File: src/rtl/axis_ctrl_pkt_arbiter.sv
// N:1 packet-level round-robin arbiter for AXIS-Ctrl with MTU truncation.
// Define AXIS_CTRL_ARB_STATS_EN to add per-port packet counters and a truncation counter.
module axis_ctrl_pkt_arbiter #(
  parameter int NUM_INPUTS = 4,
  parameter int DWIDTH     = 64,
  parameter int MTU_LOG2   = 5
) (
  input  logic                         clk,
  input  logic                         rst_n,
  input  logic [NUM_INPUTS*DWIDTH-1:0] s_axis_tdata,
  input  logic [NUM_INPUTS-1:0]        s_axis_tlast,
  input  logic [NUM_INPUTS-1:0]        s_axis_tvalid,
  output logic [NUM_INPUTS-1:0]        s_axis_tready,
  output logic [DWIDTH-1:0]            m_axis_tdata,
  output logic                         m_axis_tlast,
  output logic                         m_axis_tvalid,
  input  logic                         m_axis_tready,
  output logic [NUM_INPUTS-1:0]        grant,
  output logic                         mtu_err
`ifdef AXIS_CTRL_ARB_STATS_EN
  ,
  output logic [NUM_INPUTS*16-1:0]     pkt_count,
  output logic [15:0]                  trunc_count
`endif
);

  localparam int IW = (NUM_INPUTS > 1) ? $clog2(NUM_INPUTS) : 1;

  typedef enum logic [1:0] {IDLE, PASS, DRAIN} state_t;

  state_t                state, state_nxt;
  logic [NUM_INPUTS-1:0] grant_nxt;
  logic [IW-1:0]         gidx, gidx_nxt;
  logic [IW-1:0]         last_grant, last_grant_nxt;
  logic [MTU_LOG2-1:0]   cnt, cnt_nxt;
  logic                  mtu_err_nxt;
  logic                  at_limit;
  logic                  out_hs;
  logic                  found;
  logic [IW-1:0]         cand;
  logic [IW-1:0]         sel;
  logic [DWIDTH-1:0]     in_data [NUM_INPUTS];

  for (genvar i = 0; i < NUM_INPUTS; i++) begin : g_unpack
    assign in_data[i] = s_axis_tdata[i*DWIDTH +: DWIDTH];
  end

  // Rotating priority search: first requester at or after last_grant+1.
  always_comb begin
    found = 1'b0;
    sel   = '0;
    cand  = '0;
    for (int k = 1; k <= NUM_INPUTS; k++) begin
      cand = IW'((int'(last_grant) + k) % NUM_INPUTS);
      if (!found && s_axis_tvalid[cand]) begin
        found = 1'b1;
        sel   = cand;
      end
    end
  end

  // The counter holds the index of the current line, so all-ones is the last legal line.
  assign at_limit     = &cnt;
  assign m_axis_tdata = in_data[gidx];

  // NOTE: every signal written here gets a default first, so no latch can be inferred.
  always_comb begin
    state_nxt      = state;
    grant_nxt      = grant;
    gidx_nxt       = gidx;
    last_grant_nxt = last_grant;
    cnt_nxt        = cnt;
    mtu_err_nxt    = 1'b0;
    s_axis_tready  = '0;
    m_axis_tvalid  = 1'b0;
    m_axis_tlast   = 1'b0;
    out_hs         = 1'b0;
    case (state)
      IDLE: begin
        if (found) begin
          state_nxt      = PASS;
          grant_nxt      = NUM_INPUTS'(1) << sel;
          gidx_nxt       = sel;
          last_grant_nxt = sel;
          cnt_nxt        = '0;
        end
      end
      PASS: begin
        m_axis_tvalid       = s_axis_tvalid[gidx];
        m_axis_tlast        = s_axis_tlast[gidx] | at_limit;
        s_axis_tready[gidx] = m_axis_tready;
        out_hs              = m_axis_tvalid & m_axis_tready;
        if (out_hs) begin
          if (s_axis_tlast[gidx]) begin
            state_nxt = IDLE;
            grant_nxt = '0;
          end else if (at_limit) begin
            state_nxt   = DRAIN;
            mtu_err_nxt = 1'b1;
          end else begin
            cnt_nxt = cnt + MTU_LOG2'(1);
          end
        end
      end
      DRAIN: begin
        // The rest of an oversize packet is swallowed so the source can finish it.
        s_axis_tready[gidx] = 1'b1;
        if (s_axis_tvalid[gidx] && s_axis_tlast[gidx]) begin
          state_nxt = IDLE;
          grant_nxt = '0;
        end
      end
      default: state_nxt = IDLE;
    endcase
  end

  // NOTE: sequential state uses non-blocking assignments only, so every flop samples pre-edge values.
  always_ff @(posedge clk or negedge rst_n) begin
    if (!rst_n) begin
      state      <= IDLE;
      grant      <= '0;
      gidx       <= '0;
      last_grant <= IW'(NUM_INPUTS - 1);
      cnt        <= '0;
      mtu_err    <= 1'b0;
    end else begin
      state      <= state_nxt;
      grant      <= grant_nxt;
      gidx       <= gidx_nxt;
      last_grant <= last_grant_nxt;
      cnt        <= cnt_nxt;
      mtu_err    <= mtu_err_nxt;
    end
  end

`ifdef AXIS_CTRL_ARB_STATS_EN
  logic [15:0] pkt_cnt_q [NUM_INPUTS];
  logic [15:0] trunc_q;

  // NOTE: these per-port counters are plain flops with a reset, not a RAM, because software expects zero after rst_n.
  always_ff @(posedge clk or negedge rst_n) begin
    if (!rst_n) begin
      for (int i = 0; i < NUM_INPUTS; i++) pkt_cnt_q[i] <= '0;
      trunc_q <= '0;
    end else begin
      if (out_hs && m_axis_tlast && (pkt_cnt_q[gidx] != 16'hFFFF))
        pkt_cnt_q[gidx] <= pkt_cnt_q[gidx] + 16'd1;
      if (mtu_err && (trunc_q != 16'hFFFF))
        trunc_q <= trunc_q + 16'd1;
    end
  end

  for (genvar i = 0; i < NUM_INPUTS; i++) begin : g_stats
    assign pkt_count[i*16 +: 16] = pkt_cnt_q[i];
  end
  assign trunc_count = trunc_q;
`endif

endmodule

File: config.mk
export PLATFORM = sky130hd
export DESIGN_NAME = axis_ctrl_pkt_arbiter
export DESIGN_NICKNAME = d
export VERILOG_FILES = /design/src/rtl/axis_ctrl_pkt_arbiter.sv
export SDC_FILE = /design/constraint.sdc
export NUM_CORES = 1
export LEC_CHECK = 0
export BUFFER_PORTS_ARGS = -buffer_cell sky130_fd_sc_hd__buf_2
export CORE_AREA = 2 2 135 137
export CTS_CLUSTER_SIZE = 28
export DETAILED_ROUTE_END_ITERATION = 8
export DIE_AREA = 0 0 137 139
export GPL_TIMING_DRIVEN = 0
export PLACE_DENSITY = 0.5
export RECOVER_POWER = 100
export SYNTH_ARGS = -nofsm -noshare
export SYNTH_HDL_FRONTEND = slang
export SYNTH_SLANG_ARGS = --single-unit
File: constraint.sdc
create_clock -name clk -period 3 [get_ports clk]
set_input_delay 0.15 -clock clk [delete_from_list [all_inputs] [get_ports clk]]
set_output_delay 0.15 -clock clk [all_outputs]
set_load 0.005 [all_outputs]
### Word level (Yosys, flattened, before mapping)

Cells that the tools add are included.

* register bits: 16
* latch bits: 0
* bits in writable memories: 0
* bits in read-only memories: 0
* input port bits: 267
* output and inout port bits: 75
* logic and storage cells: 96
* memories: 0

* add/subtract/negate cells: 5
* multiply operators: 0
* divide/modulo/power cells: 0
* magnitude comparators: 7
* eq/ne operators: 9
* shift-type cells: 1
* muxes and demuxes: 48
* bitwise logic cells: 4
* reduce and logical (&&, ||, !) cells: 16

Operators with widths (number)
* $bmux 64 s2: 1
* $mux 64: 2
* $mux 5: 4
* $mux 2: 9
* $mux 1: 17
* $mux 4: 4
* $lt 2x3->1 const B: 5
* $reduce_and 5->1: 3
* $bmux 1 s2: 6
* $ne 2x2->1 const B: 6
* $pmux 4 s3: 1
* $pmux 5 s2: 1
* $pmux 4 s2: 1
* $pmux 2 s3: 1
* $add 5x1->5 const B: 1
* $logic_and 1x1->1: 5
* $add 2x1->2 const B: 2
* $add 2x2->2 const B: 2
* $and 4x4->4: 1
* $reduce_and 4->1: 1
* $shl 1x2->4 const A: 1
* $ge 3x3->1 const B: 1
* $logic_not 1->1: 3
* $ne 3x3->1 const B: 1
* 11 further kinds: 11

### Longest topological paths before layout

* word-level depth: 16
* gate-level depth with buffers: 7
* gate-level depth less buffers: 6

### Least setup slack after synthesis

OpenSTA, ideal clock, no wires.

* path type: register -> register
* start point: register gidx[1]
* end point: register grant[0]
* setup time: 0.125 ns
* arrival time: 1.958 ns
* data required time: 2.875 ns
* path slack: 0.917 ns
* stages on the path, launching flop included: 7
* buffers on the path: 1
* clock period less this slack: 2.083 ns
* cells stage by stage: dfrtp_1 buf_4 mux2i_1 o22a_1 a222oi_1 o311a_2 mux2_2

* cells in the longest elaborated chain, start to end: 5
* elaborated cells between the ends (all ways): 10
* classes of those cells: 3 x eq/ne; 4 x mux; 1 x bitwise; 2 x reduce/logical

Ends and longest elaborated chain
* start, declared: RTL line 33 `logic [IW-1:0] gidx, gidx_nxt;`
* start signal, assigned: RTL line 129 `gidx <= gidx_nxt;`
* $bmux 1 s2, on equally long branches: RTL line 89, 108, 94
* $mux 1, on equally long branches: RTL line 89, 108, 94
* $and 1x1->1 or $logic_and 1x1->1 (tied branches): RTL line 92, 108
* $ne 2x2->1 (no source line)
* $reduce_and 5->1 (no source line) (*)
* end signal, assigned: RTL line 128 `grant <= grant_nxt;`
* end, declared: RTL line 18 `output logic [NUM_INPUTS-1:0] grant,`

Mark *: on every way between the ends. The rest lies on a longest branch, timed or not. The select of a mux whose other input is x is not followed.
A chain may end at the register's enable or synchronous reset.

### Final worst setup path

* start point: register gidx[0]
* end point: register cnt[1]

* cells in the longest elaborated chain, start to end: 5
* elaborated cells between the ends (all ways): 8
* classes of those cells: 2 x eq/ne; 4 x mux; 1 x bitwise; 1 x reduce/logical

Ends and longest elaborated chain
* $bmux 1 s2: RTL line 89 `m_axis_tvalid = s_axis_tvalid[gidx];`
* $mux 1 (not written as such): RTL line 89
* $and 1x1->1: RTL line 92 `out_hs = m_axis_tvalid & m_axis_tready;`
* $ne 2x2->1 (no source line)
* $reduce_and 5->1 (no source line) (*)
* end signal, assigned: RTL line 131 `cnt <= cnt_nxt;`
* end, declared: RTL line 35 `logic [MTU_LOG2-1:0] cnt, cnt_nxt;`

Marked as above.

==> metrics <==
core area 17660 um2; area grow syn2layout 79.52%; DR WL/cell 20.51 um; initial antenna violation count 4; vias in the first global route 3327; synth top area cells mux4_2 (58%), dfrtp_1 (14%), ha_1 (2.4%); Primary FF master, synth dfrtp_1; status finished clean; mux share of post-synthesis cell area 0.6120; PortBufs 341; Critical Path End Type register; worst slew pin tran 0.8801 ns; Setup crit start kind register; CTS clock-pin slew for the worst setup and hold paths 0.05 ns; clk_skew 0.001406 ns; yosys warns 0; detail-routed via count per cell 4.503; most frequent cells in the layout buf_2 (297), mux4_2 (66), clkbuf_1 (59); first-pass GRT wire length 21250 um; Final Worst Setup Slack 0.4218 ns; Tmin final 2.578 ns; critical path arrival 2.71 ns; RD Place Congestion 0.8300; Hold Path Class in -> reg; Rel. slew slack 0.4133; PostCTS Resize Cnt 0; met2 Use GR 0.2425; FF-to-FF End cnt[1]; CP startpoint gidx[0]; final setup vio count 0; Total Die Area 19040 um2; Setup Fix Bufs, Post-CTS 0; Mapped Cells 181; initial drt markers 191; Netlist Area Pre-Place 2554 um2; number of synthesized flops with an enable pin 0; Starting Density 0.1446; #FFs+latches synth 16; Req. time, crit path 3.13 ns; Final TNS setup 0 ns; Synth Area in Adders 0.02450; largest net degree at the start of global routing 17; largest family of logic cells by synthesized area multiplexers; Distinct cells, synth 38; fin. max-slew vios 0; Post-DRT Antenna Nets 0; clk sinks 16; post-synthesis compound-gate area fraction 0.07006; gr busiest metal met2; unrepaired setup endpoints after global routing false; switching share of power 0.4212; Hold Violations, Final 0; TritonRoute pass-1 iters 4; Clock Power Share 0.087; H-Tree Depth 1; nets 800; FP Rows 49; Fillers 1952; Post-synth ARST share 1.000; most area-hungry cell type in the Yosys netlist mux4_2; CP max FO 10; share of power burned in registers 0.107; CTS tree yes; met1 global-route usage 0.2086; WS Path Type reg -> reg; post-synth top area share 0.5821; routing usage on met3 0.01864; cells on worst reg2reg path 6; XOR/XNOR share of the synthesized area 0.003430; Int Power 1.935 mW; period utilisation layout 0.8594; worst skew pair latency 0.25 ns; Synth Area in Simple Gates 0.09799; drt drc 0; DP HPWL 13880 um; pre-CTS WS 0.6028 ns; drt total wl 15590 um; Die X 137 um; worst reg2reg path startpoint gidx[0]; GR Overflow Total 0; maximum clock path buffer count 2; Psw 1.408 mW; Root Buffer clkbuf_16; syn_nets 453; Power per Cell Area 729.3 nW/um2; r2r setup slk 0.42 ns; combinational power share 0.807; DR vias 3422; leading cell type in the layout, fill and taps excluded buf_2; sequential share of the synthesized area 0.1578; layout cell share with drive strength beyond 1 0.7192; Pleak 2.200 nW; die height 139 um; IO Pins 342; Max Clk Rate 0.3879 GHz; Max Cap Violations 0; syn_area_per_cell 14.11 um2; Worst IR Drop VDD 0.4004 mV; crit path to cnt[1]; Total GRT Usage 0.1490; CTS Buf Count 3
==> layout make-up <==
cell class / count / area, um2 / area share
tap: 229 / 286.5 / 0.06250
timing repair buffer: 342 / 1659 / 0.3619
inverter: 3 / 11.26 / 0.002456
antenna: 4 / 10.01 / 0.002183
buffer: 17 / 71.32 / 0.01556
clock buffer: 4 / 88.84 / 0.01938
multi-input combinational: 145 / 2054 / 0.4481
sequential: 16 / 402.9 / 0.08788
==> cell usage after synthesis, drive strengths merged, types with 2 or more instances <==
cell    number
dfstp        2
buf          9
a21oi        6
a21o         2
clkbuf       8
nor3b        4
a211o        2
mux4        66
mux2         5
a22o         2
nand2b       7
nand2        9
inv          3
dfrtp       14
mux2i        2
a221o        2
and3         4
and4b        2
ha           5
and3b        2
o21ai        5
nor2         8
nor3         2
==> what timing repair did <==
action	in CTS	in global routing
endpoints found under the setup margin	0	0
hold endpoints to repair	14	0
hold buffers	1	0
==> power by group through the flow <==
stage	registers (mW)	logic, mW	clock network [mW]
6_report	0.356	2.70	0.290
5_1_grt	0.366	2.94	0.307
4_1_cts	0.356	2.83	0.298
3_3_place_gp	0.357	2.79	0
3_5_place_dp	0.359	2.82	0
2_1_floorplan	0.349	1.78	0
==> sequential cells by signal, summed over array words and instances (netlist names) <==
register,cells
cnt,5
gidx,2
grant,4
last_grant,2
mtu_err,1
state,2
==> cells by family after synthesis <==
group	Yosys count
AOI/OAI and AO/OA	25
xor gates and xnor gates	1
adders and majority gates	5
buffers and inverters	20
DFF	16
muxes	73
and+or+nand+nor	41
==> through the flow <==
stage	cell area [um2]	util	power, mW	instances	hold slack [ns]
CTS	4646	0.2631	3.480	756	0.3211
detailed placement	4547	0.2575	3.180	751	0.09221
floorplan	2554	-	2.124	181	-0.1456
global placement	4547	0.2575	3.148	751	0.09099
finish	4584	0.2596	3.344	760	0.3261
global route	4584	0.2596	3.615	760	0.3540
==> worst min path at each step <==
stage	start	endpoint	slack [ns]	cells past startpoint
final	s_axis_tvalid[0]	last_grant[0]	0.33	3
after global routing	s_axis_tvalid[0]	last_grant[0]	0.35	3
after CTS	s_axis_tvalid[0]	last_grant[0]	0.32	3
after detailed placement	rst_n	grant[2]	0.09	1
after global placement	rst_n	grant[2]	0.09	1
after floorplan	rst_n	cnt[0]	-0.15	0
==> worst max-delay path, cell delays in order, from the launching register on <==
cell and delay [ns]:
dfrtp_1 0.31, buf_2 0.28, mux4_2 0.60, nand2b_4 0.19
nor3_2 0.50, nor2_1 0.23, a221o_1 0.34
==> per-layer routing <==
layer	vias up	routed length, um
met4	0	214
met3	16	1480
met1	1705	6309
met2	207	7584
li1	1494	-
met5	-	0
Note: power is estimated with default switching activity, not from simulation.
